File: src/rtl/i2c_pkg.sv
// Shared types for the I2C slave responder: FSM state encoding and transfer direction.
package i2c_pkg;

    // Slave protocol states
    typedef enum logic [2:0] {
        IDLE     = 3'd0,
        ADDR     = 3'd1,
        ADDR_ACK = 3'd2,
        WR_DATA  = 3'd3,
        WR_ACK   = 3'd4,
        RD_DATA  = 3'd5,
        RD_ACK   = 3'd6,
        IGNORE   = 3'd7
    } i2c_state_t;

    // R/W bit of the address byte
    typedef enum logic {
        I2C_WRITE = 1'b0,
        I2C_READ  = 1'b1
    } i2c_op_t;

    // Wide enough to count up to a full byte (value 8 is used while serving reads)
    localparam int unsigned BIT_CNT_W = 4;

endpackage

File: src/rtl/i2c_sync_edge.sv
// Two-flop synchronizer for an asynchronous bus line plus rise/fall detection.
// Flops reset to 1 so an idle (pulled-up) bus produces no edge on reset release.
module i2c_sync_edge (
    input  logic clk_i,
    input  logic rst_i,
    input  logic d_i,
    output logic level_o,
    output logic rise_o,
    output logic fall_o
);

    logic [1:0] sync_q;
    logic       prev_q;

    // Synchronize the bus line and keep one cycle of history for edge detection
    always_ff @(posedge clk_i or negedge rst_i) begin
        if (!rst_i) begin
            sync_q <= 2'b11;
            prev_q <= 1'b1;
        end else begin
            sync_q <= {sync_q[0], d_i};
            prev_q <= sync_q[1];
        end
    end

    assign level_o = sync_q[1];
    assign rise_o  = sync_q[1] & ~prev_q;
    assign fall_o  = ~sync_q[1] & prev_q;

endmodule

File: src/rtl/i2c_slave_if.sv
// Single-address I2C slave responder with a byte-wide user interface.
//
// state    | meaning
// ---------+------------------------------------------------------------
// IDLE     | bus free, waiting for START
// ADDR     | shifting in the address byte
// ADDR_ACK | acknowledging our address (9th clock)
// WR_DATA  | shifting in a byte written by the master
// WR_ACK   | acknowledging a written byte
// RD_DATA  | driving a read byte onto SDA, MSB first
// RD_ACK   | SDA released, sampling the master's ACK/NACK
// IGNORE   | not addressed or read finished, waiting for START/STOP
//
// Within ADDR_ACK / WR_ACK / RD_ACK the bit counter is reused as a phase flag:
// 0 = before the ACK-related edge, 1 = after it.
module i2c_slave_if
    import i2c_pkg::*;
#(
    parameter int unsigned              ADDR_WIDTH = 7,
    parameter int unsigned              DATA_WIDTH = 8,
    parameter logic [ADDR_WIDTH-1:0]    SLAVE_ADDR = 7'h22
) (
    input  logic                  clk_i,
    input  logic                  rst_i,
    input  logic                  scl_i,
    input  logic                  sda_i,
    output logic                  sda_o,
    output logic                  xfer_start_o,
    output logic                  op_o,
    output logic [DATA_WIDTH-1:0] wr_data_o,
    output logic                  wr_valid_o,
    output logic                  rd_req_o,
    input  logic [DATA_WIDTH-1:0] rd_data_i,
    output logic                  xfer_done_o
);

    localparam logic [BIT_CNT_W-1:0] LAST_BIT  = BIT_CNT_W'(DATA_WIDTH - 1);
    localparam logic [BIT_CNT_W-1:0] FULL_BYTE = BIT_CNT_W'(DATA_WIDTH);

    logic scl_s, scl_rise, scl_fall;
    logic sda_s, sda_rise, sda_fall;
    logic start_det, stop_det;
    logic [DATA_WIDTH-1:0] shift_in;

    i2c_state_t             state_q;
    logic [BIT_CNT_W-1:0]   bit_cnt_q;
    logic [DATA_WIDTH-1:0]  shift_q;
    logic                   sda_q;
    i2c_op_t                op_q;
    logic                   active_q;
    logic                   load_q;
    logic [DATA_WIDTH-1:0]  wr_data_q;
    logic                   wr_valid_q;
    logic                   rd_req_q;
    logic                   xfer_start_q;
    logic                   xfer_done_q;

    i2c_sync_edge u_scl_sync (
        .clk_i   (clk_i),
        .rst_i   (rst_i),
        .d_i     (scl_i),
        .level_o (scl_s),
        .rise_o  (scl_rise),
        .fall_o  (scl_fall)
    );

    i2c_sync_edge u_sda_sync (
        .clk_i   (clk_i),
        .rst_i   (rst_i),
        .d_i     (sda_i),
        .level_o (sda_s),
        .rise_o  (sda_rise),
        .fall_o  (sda_fall)
    );

    // Both lines share the same synchronizer latency, so the SCL level is aligned with the SDA edge
    assign start_det = sda_fall & scl_s;
    assign stop_det  = sda_rise & scl_s;
    assign shift_in  = {shift_q[DATA_WIDTH-2:0], sda_s};

    // Protocol FSM with registered bus drive and user-side pulses
    always_ff @(posedge clk_i or negedge rst_i) begin
        if (!rst_i) begin
            state_q      <= IDLE;
            bit_cnt_q    <= '0;
            shift_q      <= '0;
            sda_q        <= 1'b1;
            op_q         <= I2C_WRITE;
            active_q     <= 1'b0;
            load_q       <= 1'b0;
            wr_data_q    <= '0;
            wr_valid_q   <= 1'b0;
            rd_req_q     <= 1'b0;
            xfer_start_q <= 1'b0;
            xfer_done_q  <= 1'b0;
        end else begin
            xfer_start_q <= 1'b0;
            wr_valid_q   <= 1'b0;
            rd_req_q     <= 1'b0;
            xfer_done_q  <= 1'b0;

            // The user answers rd_req_o with data valid on the following cycle
            if (load_q) begin
                shift_q <= rd_data_i;
                load_q  <= 1'b0;
            end

            if (start_det) begin
                xfer_done_q <= active_q;
                active_q    <= 1'b0;
                load_q      <= 1'b0;
                sda_q       <= 1'b1;
                bit_cnt_q   <= '0;
                state_q     <= ADDR;
            end else if (stop_det) begin
                xfer_done_q <= active_q;
                active_q    <= 1'b0;
                load_q      <= 1'b0;
                sda_q       <= 1'b1;
                bit_cnt_q   <= '0;
                state_q     <= IDLE;
            end else begin
                case (state_q)
                    IDLE: begin
                        sda_q <= 1'b1;
                    end

                    ADDR: begin
                        if (scl_rise) begin
                            shift_q <= shift_in;
                            if (bit_cnt_q == LAST_BIT) begin
                                bit_cnt_q <= '0;
                                if (shift_in[DATA_WIDTH-1 -: ADDR_WIDTH] == SLAVE_ADDR) begin
                                    xfer_start_q <= 1'b1;
                                    op_q         <= i2c_op_t'(shift_in[0]);
                                    active_q     <= 1'b1;
                                    state_q      <= ADDR_ACK;
                                end else begin
                                    state_q <= IGNORE;
                                end
                            end else begin
                                bit_cnt_q <= bit_cnt_q + 1'b1;
                            end
                        end
                    end

                    ADDR_ACK: begin
                        if (scl_fall) begin
                            if (bit_cnt_q == '0) begin
                                sda_q     <= 1'b0;
                                bit_cnt_q <= BIT_CNT_W'(1);
                                if (op_q == I2C_READ) begin
                                    rd_req_q <= 1'b1;
                                    load_q   <= 1'b1;
                                end
                            end else begin
                                bit_cnt_q <= '0;
                                if (op_q == I2C_READ) begin
                                    sda_q   <= shift_q[DATA_WIDTH-1];
                                    state_q <= RD_DATA;
                                end else begin
                                    sda_q   <= 1'b1;
                                    state_q <= WR_DATA;
                                end
                            end
                        end
                    end

                    WR_DATA: begin
                        if (scl_rise) begin
                            shift_q <= shift_in;
                            if (bit_cnt_q == LAST_BIT) begin
                                bit_cnt_q  <= '0;
                                wr_data_q  <= shift_in;
                                wr_valid_q <= 1'b1;
                                state_q    <= WR_ACK;
                            end else begin
                                bit_cnt_q <= bit_cnt_q + 1'b1;
                            end
                        end
                    end

                    WR_ACK: begin
                        if (scl_fall) begin
                            if (bit_cnt_q == '0) begin
                                sda_q     <= 1'b0;
                                bit_cnt_q <= BIT_CNT_W'(1);
                            end else begin
                                sda_q     <= 1'b1;
                                bit_cnt_q <= '0;
                                state_q   <= WR_DATA;
                            end
                        end
                    end

                    // Counter counts SCL rises; each fall after a rise presents the next bit
                    RD_DATA: begin
                        if (scl_rise) begin
                            bit_cnt_q <= bit_cnt_q + 1'b1;
                        end else if (scl_fall && (bit_cnt_q != '0)) begin
                            if (bit_cnt_q == FULL_BYTE) begin
                                sda_q     <= 1'b1;
                                bit_cnt_q <= '0;
                                state_q   <= RD_ACK;
                            end else begin
                                shift_q <= {shift_q[DATA_WIDTH-2:0], 1'b0};
                                sda_q   <= shift_q[DATA_WIDTH-2];
                            end
                        end
                    end

                    RD_ACK: begin
                        if (scl_rise && (bit_cnt_q == '0)) begin
                            if (!sda_s) begin
                                rd_req_q  <= 1'b1;
                                load_q    <= 1'b1;
                                bit_cnt_q <= BIT_CNT_W'(1);
                            end else begin
                                state_q <= IGNORE;
                            end
                        end else if (scl_fall && (bit_cnt_q != '0)) begin
                            sda_q     <= shift_q[DATA_WIDTH-1];
                            bit_cnt_q <= '0;
                            state_q   <= RD_DATA;
                        end
                    end

                    IGNORE: begin
                        sda_q <= 1'b1;
                    end

                    default: begin
                        sda_q   <= 1'b1;
                        state_q <= IDLE;
                    end
                endcase
            end
        end
    end

    assign sda_o        = sda_q;
    assign op_o         = op_q;
    assign wr_data_o    = wr_data_q;
    assign wr_valid_o   = wr_valid_q;
    assign rd_req_o     = rd_req_q;
    assign xfer_start_o = xfer_start_q;
    assign xfer_done_o  = xfer_done_q;

endmodule

File: config.mk
export PLATFORM = sky130hd
export DESIGN_NAME = i2c_slave_if
export DESIGN_NICKNAME = d
export VERILOG_FILES = /design/src/rtl/i2c_pkg.sv /design/src/rtl/i2c_sync_edge.sv /design/src/rtl/i2c_slave_if.sv
export SDC_FILE = /design/constraint.sdc
export NUM_CORES = 1
export LEC_CHECK = 0
export CAP_MARGIN = 0
export CORE_ASPECT_RATIO = 2
export CORE_MARGIN = 10
export CORE_UTILIZATION = 55
export DETAILED_ROUTE_END_ITERATION = 10
export PLACE_DENSITY = 0.75
export SYNTH_ARGS = -nofsm -noshare
export SYNTH_HDL_FRONTEND = slang
export SYNTH_SLANG_ARGS = --single-unit
File: constraint.sdc
create_clock -name clk_i -period 2.89 [get_ports clk_i]
set_input_delay 0.289 -clock clk_i [delete_from_list [all_inputs] [get_ports clk_i]]
set_output_delay 0.289 -clock clk_i [all_outputs]
set_load 0.05 [all_outputs]
After elaboration in Yosys (flattened, before gate mapping)

Cells that the tools add are included.
W data, S select, Z words.

Register bits after elaboration: 36
Logic and storage cells: 159
Output and inout bits: 14
Input port bits: 12

$add $sub $neg: 1
Eq/ne operators: 30
Bitwise operators: 12
Reduce and logical (&&, ||, !) cells: 21
Muxes and demuxes: 80

Operators by type and width:

| operator             | number |
|---|---|
| $mux W8              | 7 |
| $mux W3              | 18 |
| $ne A4 B4 Y1 const B | 13 |
| $mux W4              | 11 |
| $mux W1              | 39 |
| $ne A5 B5 Y1 const B | 4 |
| $pmux W3 S6          | 1 |
| $pmux W4 S4          | 1 |
| $pmux W8 S2          | 1 |
| $reduce_and A14 Y1   | 1 |
| $reduce_and A7 Y1    | 2 |
| $eq A3 B3 Y1 const B | 4 |
| $reduce_bool A3 Y1   | 4 |
| $ne A4 B1 Y1 const B | 2 |
| $reduce_bool A8 Y1   | 1 |
| $eq A7 B6 Y1 const B | 1 |
| $reduce_bool A7 Y1   | 1 |
| $and A1 B1 Y1        | 6 |
| $eq A3 B2 Y1 const B | 2 |
| $not A1 Y1           | 6 |
| $reduce_and A6 Y1    | 1 |
| $reduce_bool A6 Y1   | 1 |
| $reduce_or A2 Y1     | 3 |
| $ne A5 B4 Y1 const B | 1 |
| other kinds (12)     | 13 |

Depth between registers and ports, before layout

Gate-level depths: netlist (run 1).

Word-level depth: 8
Gate-level depth with buffers: 7
Gate-level depth less buffers: 7

By module

From an unflattened synthesis (run 1), not the netlist that was laid out.

Cells, all modules: 192
Area total of the unflattened synthesis: 2,084.5 um^2

By module, submodules not included:

| module        | times used | area an instance (um^2) | cells each | sequential area each (um^2) |
|---|---|---|---|---|
| i2c_slave_if  | 1          | 1,896.8                 | 182        | 752.0 |
| i2c_sync_edge | 2          | 93.8                    | 5          | 78.8 |

Worst setup path before layout (run 1)

OpenSTA, ideal clock, no wires.

Path type: register to register
Start: register bit_cnt_q[0]
End: register state_q[0]
Data required time: 2,762 ps
Period minus slack after synthesis: 2,134 ps
Buffers on the path: 0
Library setup time: 128 ps
Slack: 756 ps
Cell stages (with the launch flop): 8
Arrival time: 2,006 ps
Cells stage by stage: dfrtp_1 inv_1 ha_1 or3b_1 a221o_1 o311a_4 a21oi_2 mux2_1

Longest elaborated chain between the ends: 6
Elaborated cells between the ends (all ways): 19
Those cells by class: eq/ne (10); mux (4); reduce/logical (5)

RTL lines:

| item                     | RTL line                                                      | text |
|---|---|---|
| start: declaration       | i2c_slave_if.sv:46                                            | `logic [BIT_CNT_W-1:0] bit_cnt_q;` |
| start signal: assignment | i2c_slave_if.sv:142                                           | `bit_cnt_q <= bit_cnt_q + 1'b1;` |
| start signal: assignment | i2c_slave_if.sv:178                                           | `bit_cnt_q <= bit_cnt_q + 1'b1;` |
| start signal: assignment | i2c_slave_if.sv:199                                           | `bit_cnt_q <= bit_cnt_q + 1'b1;` |
| $logic_not A4 Y1         | i2c_slave_if.sv:149, i2c_slave_if.sv:185, i2c_slave_if.sv:213 |  |
| $logic_and A1 B1 Y1      | i2c_slave_if.sv:213                                           | `if (scl_rise && (bit_cnt_q == '0)) begin` |
| $mux W3                  | i2c_slave_if.sv:213                                           |  |
| $pmux W3 S6              | i2c_slave_if.sv:123                                           | `case (state_q)` |
| $mux W3                  | i2c_slave_if.sv:115                                           | `end else if (stop_det) begin` |
| $mux W3                  | i2c_slave_if.sv:108                                           | `if (start_det) begin` |
| end signal: assignment   | i2c_slave_if.sv:114                                           | `state_q <= ADDR;` |
| end signal: assignment   | i2c_slave_if.sv:121                                           | `state_q <= IDLE;` |
| end signal: assignment   | i2c_slave_if.sv:219                                           | `state_q <= IGNORE;` |
| end: declaration         | i2c_slave_if.sv:45                                            | `i2c_state_t state_q;` |

Parallel ways exist; a longest one is shown, timed or not.
A chain may end at the register's enable or synchronous reset.

Worst setup path in the final report (run 1)

Ends and elaborated chain as after synthesis.

==> results.yml, run 1 <==
floorplan:
  placeableCoreArea_um2: 3800
  rows: 32
  dieArea_um2: 6920
  die_h_um: 108
  io_pins: 26
  initial_core_util: 0.561
  fp.dieW_um: 64.1
synthesis:
  synth_ff_type: "dfrtp_1"
  synth.net_count: 223
  syn_inst: 208
  synth_top_area_frac: 0.340
  synth-edff-count: 0
  synth.distinct_cells: 53
  synth.cell_area_um2: 2130
  synth.avg_cell_area_um2: 10.3
  seq_area_frac_synth: 0.426
  yosys_warnings: 0
  synth_top_cell_by_area: "dfrtp_1"
  synth_area_leaders: "dfrtp_1 (34%), mux2_2 (12%), dfstp_2 (8.6%)"
  async_flop_share: 1.00
  ys_ff_latch: 36
power:
  p_seq_frac: 0.379
  max-vdd-ir-drop_uv: 491
  leakagePower_nw: 1.08
  switching_power_mw: 0.868
  combPwrFrac: 0.438
  cellPowerDensity_nw_per_um2: 848
  pwr-share-clk: 0.183
  intPower_mw: 1.26
  switching_share: 0.408
cells_and_area:
  drive_gt1_frac: 0.216
  finalInstanceArea_um2: 2510
  areaGrowthSynthToFinish_pct: 17.6
  nets: 245
  diodes: 0
cts:
  cts-root-buf: "clkbuf_8"
  cts_resized: 0
  cts_max_level: 2
  clk_latency_ns: 0.29
  path_clk_slew_ns: 0.07
  max-clock-path-buffers: 2
  cts_hold_buf: 0
  numCtsBuffers: 5
  cts.sinks: 36
  post-cts-setup-buffer-count: 0
  cts_tree: "built"
grt:
  grt_pass1_wl_mm: 9.19
  grt_max_degree: 37
  antenna_found_initial: 0
  grt_pass1_vias: 1937
  track_usage: 0.171
  grt_overflow_total: 0
placed_design:
  hpwl_mm: 4.35
  place.gp.congestion: 0.921
  place_area_um2: 2410
  numPortBuffers: 25
critical_path:
  cp.arrival_ns: 2.51
  crit_type: "reg2reg"
  crit_required_ns: 3.06
  endpoint_kind: "flop"
  cp-start-kind: "flop"
  cp_max_fo: 5
routing:
  final_antenna_net_count: 0
  drt_iter0_drc: 91
  avgViaCountPerCell: 6.20
  dr.pass1.iters: 4
  dr_total_vias: 1748
  wl_mm: 5.65
  drc: 0
  avgRoutedWirePerCell_um: 20.0
sta:
  clock-skew-final_ns: 0.00805
  tns_ns: 0
  fin_crit_sh: 0.810
  fin_crit_ns: 2.34
  fmaxAchievable_mhz: 427
  whs_ns: 0.356
  worstMarginPinSlew_ns: 0.801
  rsz0062_at_grt: "false"
  hold_violations: 0
  maxSlewHeadroom: 0.466
  setup_viol: 0
  maxSlewViolCount: 0
hold_path:
  hp-class: "reg2reg"
run:
  cap_violations: 0
outcome:
  outcome: "completed"
-- cells by family after synthesis --
logic type	count (synthesis)	share of synthesized area
mux	27	0.141
fa+ha+maj	4	0.0223
buf+inv	20	0.0387
flops	36	0.426
simple gates	71	0.195
xor+xnor	1	0.00762
compound gates	49	0.170
-- registers in the layout (all words and copies together) (netlist names) --
name and cells:
active_q 1, bit_cnt_q 4, op_o 1, rd_req_o 1, sda_o 1, shift_q 8, state_q 3, u_scl_sync.prev_q 1
u_scl_sync.sync_q 2, u_sda_sync.prev_q 1, u_sda_sync.sync_q 2, wr_data_o 8, wr_valid_o 1, xfer_done_o 1, xfer_start_o 1
-- Yosys cell counts, types with 3 or more instances --
master	n
and4_1	3
and2_1	3
nor2b_1	6
ha_1	3
a21o_1	3
o22a_1	4
nor2_1	8
mux2i_1	3
mux2_2	23
buf_2	6
a21oi_1	7
a31oi_1	4
nand3b_1	3
a32oi_1	3
dfstp_2	7
o21ai_0	6
nand3_1	4
o221ai_1	3
clkbuf_1	4
nand2b_1	5
o211ai_1	4
nand2_1	17
o22ai_1	3
inv_1	8
dfrtp_1	29
nor3_1	4
nand4_1	3
-- power by group through the flow --
stage	Combinational, mW	Clock (mW)	Sequential (mW)
after detailed placement	0.923	0	0.810
after global placement	0.896	0	0.810
final	0.932	0.390	0.808
after global routing	1.01	0.418	0.833
after CTS	0.927	0.399	0.803
after floorplan	0.783	0	0.706
-- routing by layer --
metal | share of wire | track usage | up-vias | routed length, um
met5 | 0 | 0 | - | 0
met4 | 0.068 | 0.135 | 0 | 383
met3 | 0.028 | 0.0332 | 29 | 158
met2 | 0.55 | 0.325 | 53 | 3130
met1 | 0.35 | 0.149 | 854 | 1980
li1 | - | - | 812 | -
-- final timing paths --
path                            slack (ns)                           start  cells after the start                              to
worst max-delay path                  0.55        bit_cnt_q[0]$_DFFE_PN0P_                      7          state_q[0]$_DFFE_PN0P_
worst min-delay path                  0.36  u_sda_sync.sync_q[0]$_DFF_PN1_                      0  u_sda_sync.sync_q[1]$_DFF_PN1_
worst max register to register        0.55        bit_cnt_q[0]$_DFFE_PN0P_                      7          state_q[0]$_DFFE_PN0P_
worst min register to register        0.36  u_sda_sync.sync_q[0]$_DFF_PN1_                      0  u_sda_sync.sync_q[1]$_DFF_PN1_
max in group asynchronous             2.13                           rst_i                      2               sda_o$_DFFE_PN1P_
min in group asynchronous             0.40                           rst_i                      2        bit_cnt_q[2]$_DFFE_PN0P_
-- placed cells by master, fill, tap and decap left out, types with 4 or more instances in the layout --
cell type	instances
a31oi_1	4
clkbuf_8	7
nand2b_1	5
o21ai_0	6
a21oi_1	7
o22a_1	4
clkdlybuf4s50_1	25
nor3_1	4
nand3_1	4
o211ai_1	4
nor2_1	8
dfrtp_1	29
dfstp_2	7
mux2_2	23
inv_1	8
nand2_1	17
nor2b_1	6
-- area by class of cell --
| cell class | count | area (um^2) |
|---|---|---|
| Clock buffer | 8 | 100 |
| Fill cell | 317 | 1290 |
| Sequential cell | 36 | 910 |
| Tap cell | 51 | 63.8 |
| Timing Repair Buffer | 27 | 265 |
| Multi-Input combinational cell | 152 | 1140 |
| Inverter | 8 | 30.0 |
-- critical path, stage by stage, from the launching register on --
cell	delay [ns]
dfrtp_1	0.43
inv_1	0.14
ha_1	0.25
or3b_1	0.42
a221o_1	0.35
o311a_4	0.15
a21oi_2	0.14
mux2_1	0.34
-- per-stage QoR --
stage	total power, mW	std cells	util	setup WS [ns]
2_1_floorplan	1.49	208	-	0.756
5_1_grt	2.26	282	0.660	0.498
6_report	2.13	282	0.660	0.548
3_5_place_dp	1.73	274	0.634	0.580
4_1_cts	2.13	282	0.660	0.568
3_3_place_gp	1.71	274	0.634	0.654
Power figures use the tool's default switching activity.
==> run 2: changes to the inputs <==
--- a/config.mk
+++ b/config.mk
@@ -8,9 +8,9 @@
 export CAP_MARGIN = 0
 export CORE_ASPECT_RATIO = 2
 export CORE_MARGIN = 10
-export CORE_UTILIZATION = 55
+export CORE_UTILIZATION = 50
 export DETAILED_ROUTE_END_ITERATION = 10
-export PLACE_DENSITY = 0.75
+export PLACE_DENSITY = 0.72
 export SYNTH_ARGS = -nofsm -noshare
 export SYNTH_HDL_FRONTEND = slang
 export SYNTH_SLANG_ARGS = --single-unit
==> constraint.sdc (replaced) <==
create_clock -name clk_i -period 2.05 [get_ports clk_i]
set_input_delay 0.205 -clock clk_i [delete_from_list [all_inputs] [get_ports clk_i]]
set_output_delay 0.205 -clock clk_i [all_outputs]
set_load 0.05 [all_outputs]
==> run 2 against run 1 <==
Effect of this change: the run now ends with negative hold slack left; flip-flop and latch count did not move; utilization rose by 1.3 points; non-clock buffer count up 27; via count is 6.9% higher; critical path depth increased by 1; sequential share of layout area is 3.5 points lower; largest power group unchanged.
==> results.yml, run 2 (synthesis gave the netlist of run 1 again) <==
floorplan:
  fp.dieW_um: 66.2
  rows: 33
  die_h_um: 112
  placeableCoreArea_um2: 4130
  io_pins: 26
  initial_core_util: 0.517
  dieArea_um2: 7440
grt:
  antenna_found_initial: 0
  grt_pass1_wl_mm: 9.33
  grt_pass1_vias: 1919
  track_usage: 0.157
  grt_max_degree: 37
  grt_overflow_total: 0
sta:
  setup_viol: 0
  rsz0062_at_grt: "true"
  hold_violations: 12
  worstMarginPinSlew_ns: 0.777
  fin_crit_sh: 0.992
  clock-skew-final_ns: 0.0108
  maxSlewHeadroom: 0.482
  fin_crit_ns: 2.03
  setup_slack_ns: 0.0163
  maxSlewViolCount: 0
  fmaxAchievable_mhz: 492
  tns_ns: 0
  whs_ns: -0.0201
placed_design:
  place.gp.congestion: 0.916
  pre_cts_ws_ns: 0.0110
  hpwl_mm: 4.36
  dpl.cell_count: 300
  numPortBuffers: 25
cells_and_area:
  diodes: 0
  drive_gt1_frac: 0.353
  fillers: 338
  layout_common_cells: "dfrtp_1 (29), buf_4 (28), clkdlybuf4s50_1 (24), mux2_2 (23), nand2_1 (17)"
  instances_no_fill: 310
  nets: 272
  areaGrowthSynthToFinish_pct: 30.2
  layout_commonest_cell: "dfrtp_1"
critical_path:
  reg2reg_from: "bit_cnt_q[0]$_DFFE_PN0P_"
  startpoint: "bit_cnt_q[0]$_DFFE_PN0P_"
  cp_max_fo: 7
  crit_end: "shift_q[3]$_DFF_PN0_"
  cp.arrival_ns: 2.21
  crit_type: "reg2reg"
  slowest_stage: "dfrtp_1"
  crit_cells: 8
  r2r_cells: 8
  crit_required_ns: 2.22
  worstPathBufferInverterCount: 2
  endpoint_kind: "flop"
  r2r-end: "shift_q[3]$_DFF_PN0_"
  path_cells: "inv_2 -> buf_4 -> ha_1 -> mux2i_1 -> o211ai_1 -> o21ai_1 -> nand3_2 -> mux2_2"
  cp-start-kind: "flop"
  slowest_delay_ns: 0.40
  cp_top_family: "compound AO/OA/AOI/OAI gates"
  r2r_slack_ns: 0.02
cts:
  cts-root-buf: "clkbuf_8"
  max-clock-path-buffers: 2
  cts_hold_buf: 0
  path_clk_slew_ns: 0.08
  cts.sinks: 36
  cts_max_level: 2
  cts_tree: "built"
  numCtsBuffers: 5
  clk_latency_ns: 0.29
power:
  max-vdd-ir-drop_uv: 705
  power.total_mw: 3.43
  leakagePower_nw: 1.23
  cellPowerDensity_nw_per_um2: 1240
hold_path:
  hp-class: "in2async"
routing:
  drc: 0
  avgRoutedWirePerCell_um: 18.5
  final_antenna_net_count: 0
  dr_total_vias: 1868
  dr.pass1.iters: 4
  drt_iter0_drc: 101
  avgViaCountPerCell: 6.03
  wl_mm: 5.74
run:
  cap_violations: 0
outcome:
  outcome: "complete, but fails checks"
  violations: "negative hold slack"
==> run 2: how the worst min path moves through the flow <==
stage / startpoint / end / slack [ns] / cells after the start
2_1_floorplan: rst_i / active_q$_DFFE_PN0P_ / -0.09 / 0
3_3_place_gp: rst_i / bit_cnt_q[3]$_DFFE_PN0P_ / 0.33 / 1
3_5_place_dp: rst_i / bit_cnt_q[0]$_DFFE_PN0P_ / 0.34 / 1
4_1_cts: rst_i / bit_cnt_q[3]$_DFFE_PN0P_ / 0.03 / 1
5_1_grt: rst_i / bit_cnt_q[2]$_DFFE_PN0P_ / 0.03 / 1
6_report: rst_i / bit_cnt_q[2]$_DFFE_PN0P_ / -0.02 / 1
==> run 2: what timing repair did <==
| item | in CTS | in global routing |
|---|---|---|
| gates resized for setup | 4 | 8 |
| pin swaps | 4 | 2 |
| setup endpoints to repair | 3 | 5 |
| setup buffers | 1 | 1 |
| endpoints found under the hold margin | 0 | 0 |
==> run 2: through the flow <==
stage,utilization,hold WS (ns),cell area [um^2]
after global placement,0.632,0.329,2610
final,0.673,-0.0201,2780
after floorplan,-,-0.0906,2150
after global routing,0.673,0.0342,2780
after CTS,0.664,0.0261,2740
after detailed placement,0.632,0.343,2610
==> run 2: report_power, final <==
group | internal (mW) | total, mW | switching (mW)
Clock | 0.360 | 0.620 | 0.261
Sequential | 0.861 | 1.01 | 0.146
Combinational | 0.905 | 1.81 | 0.902
Total | 2.13 | 3.43 | 1.31
==> run 2: layout make-up <==
class | instances | area, um^2 | area share
clock inverters | 3 | 42.5 | 0.0153
flip-flops and latches | 36 | 910 | 0.327
multi-input cells | 152 | 1200 | 0.431
inverters | 8 | 30.0 | 0.0108
repair buffers | 54 | 467 | 0.168
well taps | 52 | 65.1 | 0.0234
clock buffers | 5 | 68.8 | 0.0248
==> run 2: worst register-to-register path: cells and delay by family, from the launching register on <==
kind,cells,cell delay [ns]
compound gates,2,0.45
simple gates,1,0.19
mux,2,0.46
fa+ha+maj,1,0.20
flops,1,0.40
buf+inv,2,0.21
==> run 2: routing by layer <==
layer	vias up	routed length, um	GRT usage
met5	-	0	0
met4	0	201	0.0886
met3	23	216	0.0299
met2	61	3320	0.300
met1	916	2000	0.143
li1	868	-	-
==> run 3: changes to the inputs <==
--- a/config.mk
+++ b/config.mk
@@ -10,6 +10,7 @@
 export CORE_MARGIN = 10
 export CORE_UTILIZATION = 50
 export DETAILED_ROUTE_END_ITERATION = 10
+export HOLD_SLACK_MARGIN = 0.15
 export PLACE_DENSITY = 0.72
 export SYNTH_ARGS = -nofsm -noshare
 export SYNTH_HDL_FRONTEND = slang
==> run 3 against run 2 <==
Effect of this change: the run now ends clean; flip-flop and latch count unchanged; cell count is 0.32% higher; first-iteration DRC count fell by 4.0%; power is essentially flat; setup slack better by 0.0028 ns; hold slack gained 0.34 ns; design area grew 0.36%; maximum frequency up 0.14%; clock skew is essentially flat; register-to-register slack about the same; combinational power is essentially flat; critical endpoint is now state_q[0]$_DFFE_PN0P_; highest routed layer unchanged.
==> results.yml, run 3 (synthesis gave the netlist of run 1 again) <==
placed_design:
  place.gp.congestion: 0.916
  hpwl_mm: 4.36
  numPortBuffers: 25
  pre_cts_ws_ns: 0.0110
sta:
  clock-skew-final_ns: 0.0112
  tns_ns: 0
  maxSlewViolCount: 0
  setup_viol: 0
  hold_violations: 0
  fin_crit_ns: 2.03
  rsz0062_at_grt: "true"
  fin_crit_sh: 0.991
  worstMarginPinSlew_ns: 0.779
  setup_slack_ns: 0.0191
  maxSlewHeadroom: 0.480
  fmaxAchievable_mhz: 492
grt:
  grt_max_degree: 37
  grt_use_met1: 0.144
  track_usage: 0.158
  grt_pass1_wl_mm: 9.34
  use_met2: 0.300
  antenna_found_initial: 0
  grtUsageMet3: 0.0299
  grt_pass1_vias: 1922
  grt_overflow_total: 0
  busiest_layer: "met2"
cts:
  cts_tree: "built"
  cts-root-buf: "clkbuf_8"
  numCtsBuffers: 5
  cts.sinks: 36
  max-clock-path-buffers: 2
  clk_latency_ns: 0.29
  cts_max_level: 2
  path_clk_slew_ns: 0.08
routing:
  wl_mm: 5.70
  drc: 0
  avgViaCountPerCell: 5.95
  dr_total_vias: 1852
  drt_iter0_drc: 97
  avgRoutedWirePerCell_um: 18.3
  final_antenna_net_count: 0
  dr.pass1.iters: 4
critical_path:
  cp.arrival_ns: 2.22
  cp_max_fo: 4
  crit_type: "reg2reg"
  worstPathBufferInverterCount: 1
  slowest_delay_ns: 0.40
  cp_top_family: "compound AO/OA/AOI/OAI gates"
  slowest_stage: "dfrtp_1"
  endpoint_kind: "flop"
  crit_required_ns: 2.24
  path_cells: "inv_2 -> ha_4 -> or3b_4 -> a221o_1 -> o311a_4 -> a21oi_2 -> mux2_4"
  cp-start-kind: "flop"
power:
  cellPowerDensity_nw_per_um2: 1230
  leakagePower_nw: 1.24
  max-vdd-ir-drop_uv: 704
  power.total_mw: 3.43
cells_and_area:
  nets: 273
  layout_commonest_cell: "dfrtp_1"
  drive_gt1_frac: 0.351
  layout_common_cells: "dfrtp_1 (29), buf_4 (28), clkdlybuf4s50_1 (24), mux2_2 (23), nand2_1 (17)"
  post-route-util: 0.676
  diodes: 0
  areaGrowthSynthToFinish_pct: 30.7
run:
  cap_violations: 0
floorplan:
  rows: 33
  placeableCoreArea_um2: 4130
  fp.dieW_um: 66.2
  io_pins: 26
  initial_core_util: 0.517
  die_h_um: 112
  dieArea_um2: 7440
hold_path:
  hp-class: "in2reg"
outcome:
  outcome: "completed"
## run 3: final cells by class
type	count	area, um^2
Fill cell	337	1340
Multi-Input combinational cell	152	1200
Inverter	8	30.0
Sequential cell	36	910
Clock buffer	5	68.8
Tap cell	52	65.1
Clock inverter	3	42.5
Timing Repair Buffer	55	477
## run 3: repair_timing
item | CTS | global route
setup endpoints to repair | 3 | 5
setup buffers | 1 | 1
gates resized for setup | 4 | 8
hold endpoints to repair | 29 | 0
hold buffers | 1 | 0
pin swaps | 4 | 2
## run 3: path summary, 6_finish.rpt
path | endpoint | cells after the start | slack [ns] | startpoint
min in group asynchronous | bit_cnt_q[2]$_DFFE_PN0P_ | 2 | 0.52 | rst_i
max reg2reg | state_q[0]$_DFFE_PN0P_ | 7 | 0.02 | bit_cnt_q[0]$_DFFE_PN0P_
max | state_q[0]$_DFFE_PN0P_ | 7 | 0.02 | bit_cnt_q[0]$_DFFE_PN0P_
min | u_scl_sync.sync_q[0]$_DFF_PN1_ | 1 | 0.32 | scl_i
max in group asynchronous | shift_q[3]$_DFF_PN0_ | 2 | 1.02 | rst_i
min reg2reg | u_sda_sync.sync_q[1]$_DFF_PN1_ | 0 | 0.36 | u_sda_sync.sync_q[0]$_DFF_PN1_
## run 3: report_power, final
part	leakage, nW	total [mW]	switching (mW)	internal, mW
Clock	0.0541	0.621	0.261	0.360
Sequential	0.462	1.01	0.147	0.861
Combinational	0.720	1.80	0.898	0.907
Total	1.24	3.43	1.31	2.13
## run 3: metal layers
layer,up-vias,wire (um),part of all wire
li1,869,-,-
met1,906,1980,0.35
met2,60,3340,0.59
met3,17,199,0.035
met4,0,180,0.032
met5,-,0,0
## run 3: stage by stage
step / instances / hold WS (ns) / instance area, um^2
5_1_grt: 311 / 0.307 / 2790
6_report: 311 / 0.316 / 2790
4_1_cts: 310 / 0.311 / 2750
3_5_place_dp: 300 / 0.343 / 2610
3_3_place_gp: 300 / 0.329 / 2610
2_1_floorplan: 208 / -0.0906 / 2150
==> patch: new RTL, flow settings as in run 1 <==
Make the reset (`rst_i`) synchronous in 2 clocked blocks. Comments in the files are not updated.
--- a/src/rtl/i2c_sync_edge.sv
+++ b/src/rtl/i2c_sync_edge.sv
@@ -13,7 +13,7 @@
     logic       prev_q;
 
     // Synchronize the bus line and keep one cycle of history for edge detection
-    always_ff @(posedge clk_i or negedge rst_i) begin
+    always_ff @(posedge clk_i) begin
         if (!rst_i) begin
             sync_q <= 2'b11;
             prev_q <= 1'b1;
--- a/src/rtl/i2c_slave_if.sv
+++ b/src/rtl/i2c_slave_if.sv
@@ -79,7 +79,7 @@
     assign shift_in  = {shift_q[DATA_WIDTH-2:0], sda_s};
 
     // Protocol FSM with registered bus drive and user-side pulses
-    always_ff @(posedge clk_i or negedge rst_i) begin
+    always_ff @(posedge clk_i) begin
         if (!rst_i) begin
             state_q      <= IDLE;
             bit_cnt_q    <= '0;
Behaviour: no difference found for any inputs over 10 cycles, from zero or initial values and one cycle with rst_i low; that may be too few to reach the edited logic, so the function may still have changed.
==> patch against run 1 <==
- global-route usage decreased by 0.38 points
- via count decreased by 5.5%
- area after synthesis decreased by 11%
- routed wire length decreased by 14%
- sequential cell count unchanged
- cell area decreased by 9.8%
- clock skew about the same
- die area decreased by 8.6%
- setup slack improved by 0.032 ns
- fmax increased by 1.4%
- count of clock-buffer cells in the layout decreased by 3
- critical endpoint is now state_q[0]$_SDFFE_PN0P_
Power is not compared: it rests on default switching activity, and its combinational part moved more than twofold at a synthesized area within 25%.
==> patch: results (changes against run 1) <==
* Largest clock skew in the final design: 0.00772 ns (-0.000325 ns)
- Sequential-to-total area share from yosys stat: 38.1% (-4.5 points)
- The met1 wire length was 1730 µm (-13%).
- Global-route track usage on met1: 16.0% (+1.1 points)
- First-pass DRT Iterations: 5 (+1)
* Sequential share of cell area: 31.8% (-4.4 points)
* Initial DRC count: 42 (-54%)
- The highest layer touched by signal routing is met4.
* Post-synthesis xor/xnor area fraction: 0.925% (+0.16 points)
- First-pass GRT wire length: 7960 µm (-13%)
- The worst slew slack as a fraction of its limit came to 56.7% (+10 points).
* Root buf cell: clkbuf_8
* Resized cells post-CTS: 0 (unchanged)
* Leakage power total: 0.000886 µW
- After clock tree synthesis, the clock-pin slew on the worst setup and hold paths is 0.08 ns.
- The share of flip-flops with an asynchronous set or reset is 0% (-100 points).
- The path class of the tightest hold or removal check is reg -> reg.
- The count of non-CTS inverters in the layout is 6 (-2).
- The total via count in the routed design is 1652 (-5.5%).
- Result of the run: finished clean
* Clock buf count: 5 (-3)
* Setup violations, final: 0 (unchanged)
* Net Count, Synth: 218 (-2.2%)
- List of most frequent post-synthesis cells: 36 x dfxtp_1, 19 x mux2i_1, 17 x nor2_1, 11 x nand2_1
- The share of post-route cells with drive strength above 1 came to 8.70% (-13 points).
- Multiplexer fraction of the synthesized cell area: 10.0% (-4.0 points)
- Synthesized-area fraction occupied by adder cells: 1.85% (-0.38 points)
- Layout Nets: 243 (-0.82%)
- The weighted congestion at the end of routability-driven global placement was 0.894 (-2.9%).
* Cell types with the largest area share after synthesis: dfxtp_1 38%, mux2i_1 10%, o2bb2ai_1 3.7%
- Placed Instances: 254 (-7.3%)
- The share of final layout cell area taken by clock buffers and inverters was 4.91% (+0.93 points).
- GR Util All Layers: 16.7% (-0.38 points)
* Non-clock buffers: 29 (+7.4%)
- The met3 layer usage reported by global route was 3.82% (+0.51 points).
* Multi-input gate count: 151 (-0.66%)
- The area of the multi-input gates was 1090 µm² (-4.5%).
- The mean cell area of the mapped netlist is 9.28 µm² (-9.6%).
* GR Util met2: 30.0% (-2.5 points)
- Total of warnings raised by yosys: 0 (unchanged)
- The total length of routed met2 wires came to 2740 µm (-12%).
- Largest delay share family, worst path: simple AND/OR/NAND/NOR gates
- The critical path arrival came to 2.50 ns (about the same).
- The largest net degree at the start of global routing came to 22 (-41%).
- Detailed route wirelength on metal3: 233 µm (+47%)
* Port bufs: 25 (unchanged)
- The critical path's largest stage delay came to 0.54 ns (+0.11 ns).
- Proportion of final cell area spent on non-clock buffers: 12.4% (+1.8 points)
- The largest individual stage delay along the critical path comes from the cell or3_2.
- Main flop type after synthesis: dfxtp_1
* Final HPWL DP: 3700 µm (-15%)
- Compared with the post-synthesis result, the final layout area differs by 19.7%.
- The area fraction in compound gates after synthesis came to 19.2% (+2.2 points).
- The total of fill cells in the finished design is 274 (-14%).
- Routed wire length: 4870 µm (-14%)
- The routed wirelength normalized by instance count came to 18.6 µm (-7.4%).
- Number of different library cells in the post-synthesis netlist: 57 (+7.5%)
-- patch: changes by cell type in the layout (fill, tap and decap cells not counted), moves of 6 or more --
cell       change
dfrtp_1       -29
dfstp_2        -7
dfxtp_1       +36
mux2_2        -23
mux2i_1       +16
nand2_1        -6
nor2_1         +9
o2bb2ai_1      +8
-- patch: final timing paths --
path | slack (ns) | startpoint | endpoint | depth (start not counted)
worst max-delay path | 0.58 | bit_cnt_q[0]$_SDFFE_PP0P_ | state_q[0]$_SDFFE_PN0P_ | 7
worst min-delay path | 0.40 | u_sda_sync.sync_q[0]$_SDFF_PN1_ | u_sda_sync.sync_q[1]$_SDFF_PN1_ | 1
worst max register to register | 0.58 | bit_cnt_q[0]$_SDFFE_PP0P_ | state_q[0]$_SDFFE_PN0P_ | 7
worst min register to register | 0.40 | u_sda_sync.sync_q[0]$_SDFF_PN1_ | u_sda_sync.sync_q[1]$_SDFF_PN1_ | 1
-- patch: through the flow --
| stage | cell area [µm²] | utilization (%) | hold WS, ns | setup slack (ns) |
|---|---|---|---|---|
| after floorplan | 1890 | - | 0.386 | 0.776 |
| after global placement | 2150 | 64.5 | 0.391 | 0.640 |
| after detailed placement | 2150 | 64.5 | 0.393 | 0.586 |
| after CTS | 2270 | 67.8 | 0.402 | 0.580 |
| after global routing | 2270 | 67.8 | 0.414 | 0.461 |
| final | 2270 | 67.8 | 0.402 | 0.581 |
-- patch: cell families (layout without fill, tap and decap cells) --
group | Yosys count | after routing
compound gates | 44 | 44
xor+xnor | 2 | 2
fa+ha+maj | 3 | 3
buf+inv | 17 | 43
flops | 36 | 36
mux | 19 | 19
simple gates | 83 | 83
-- patch: power breakdown --
group | leakage (µW) | internal (µW) | switching [µW]
sequential | 0.000291 | 502 | 7.06
clock | 0.0000541 | 255 | 200
combinational | 0.000541 | 37.0 | 41.2
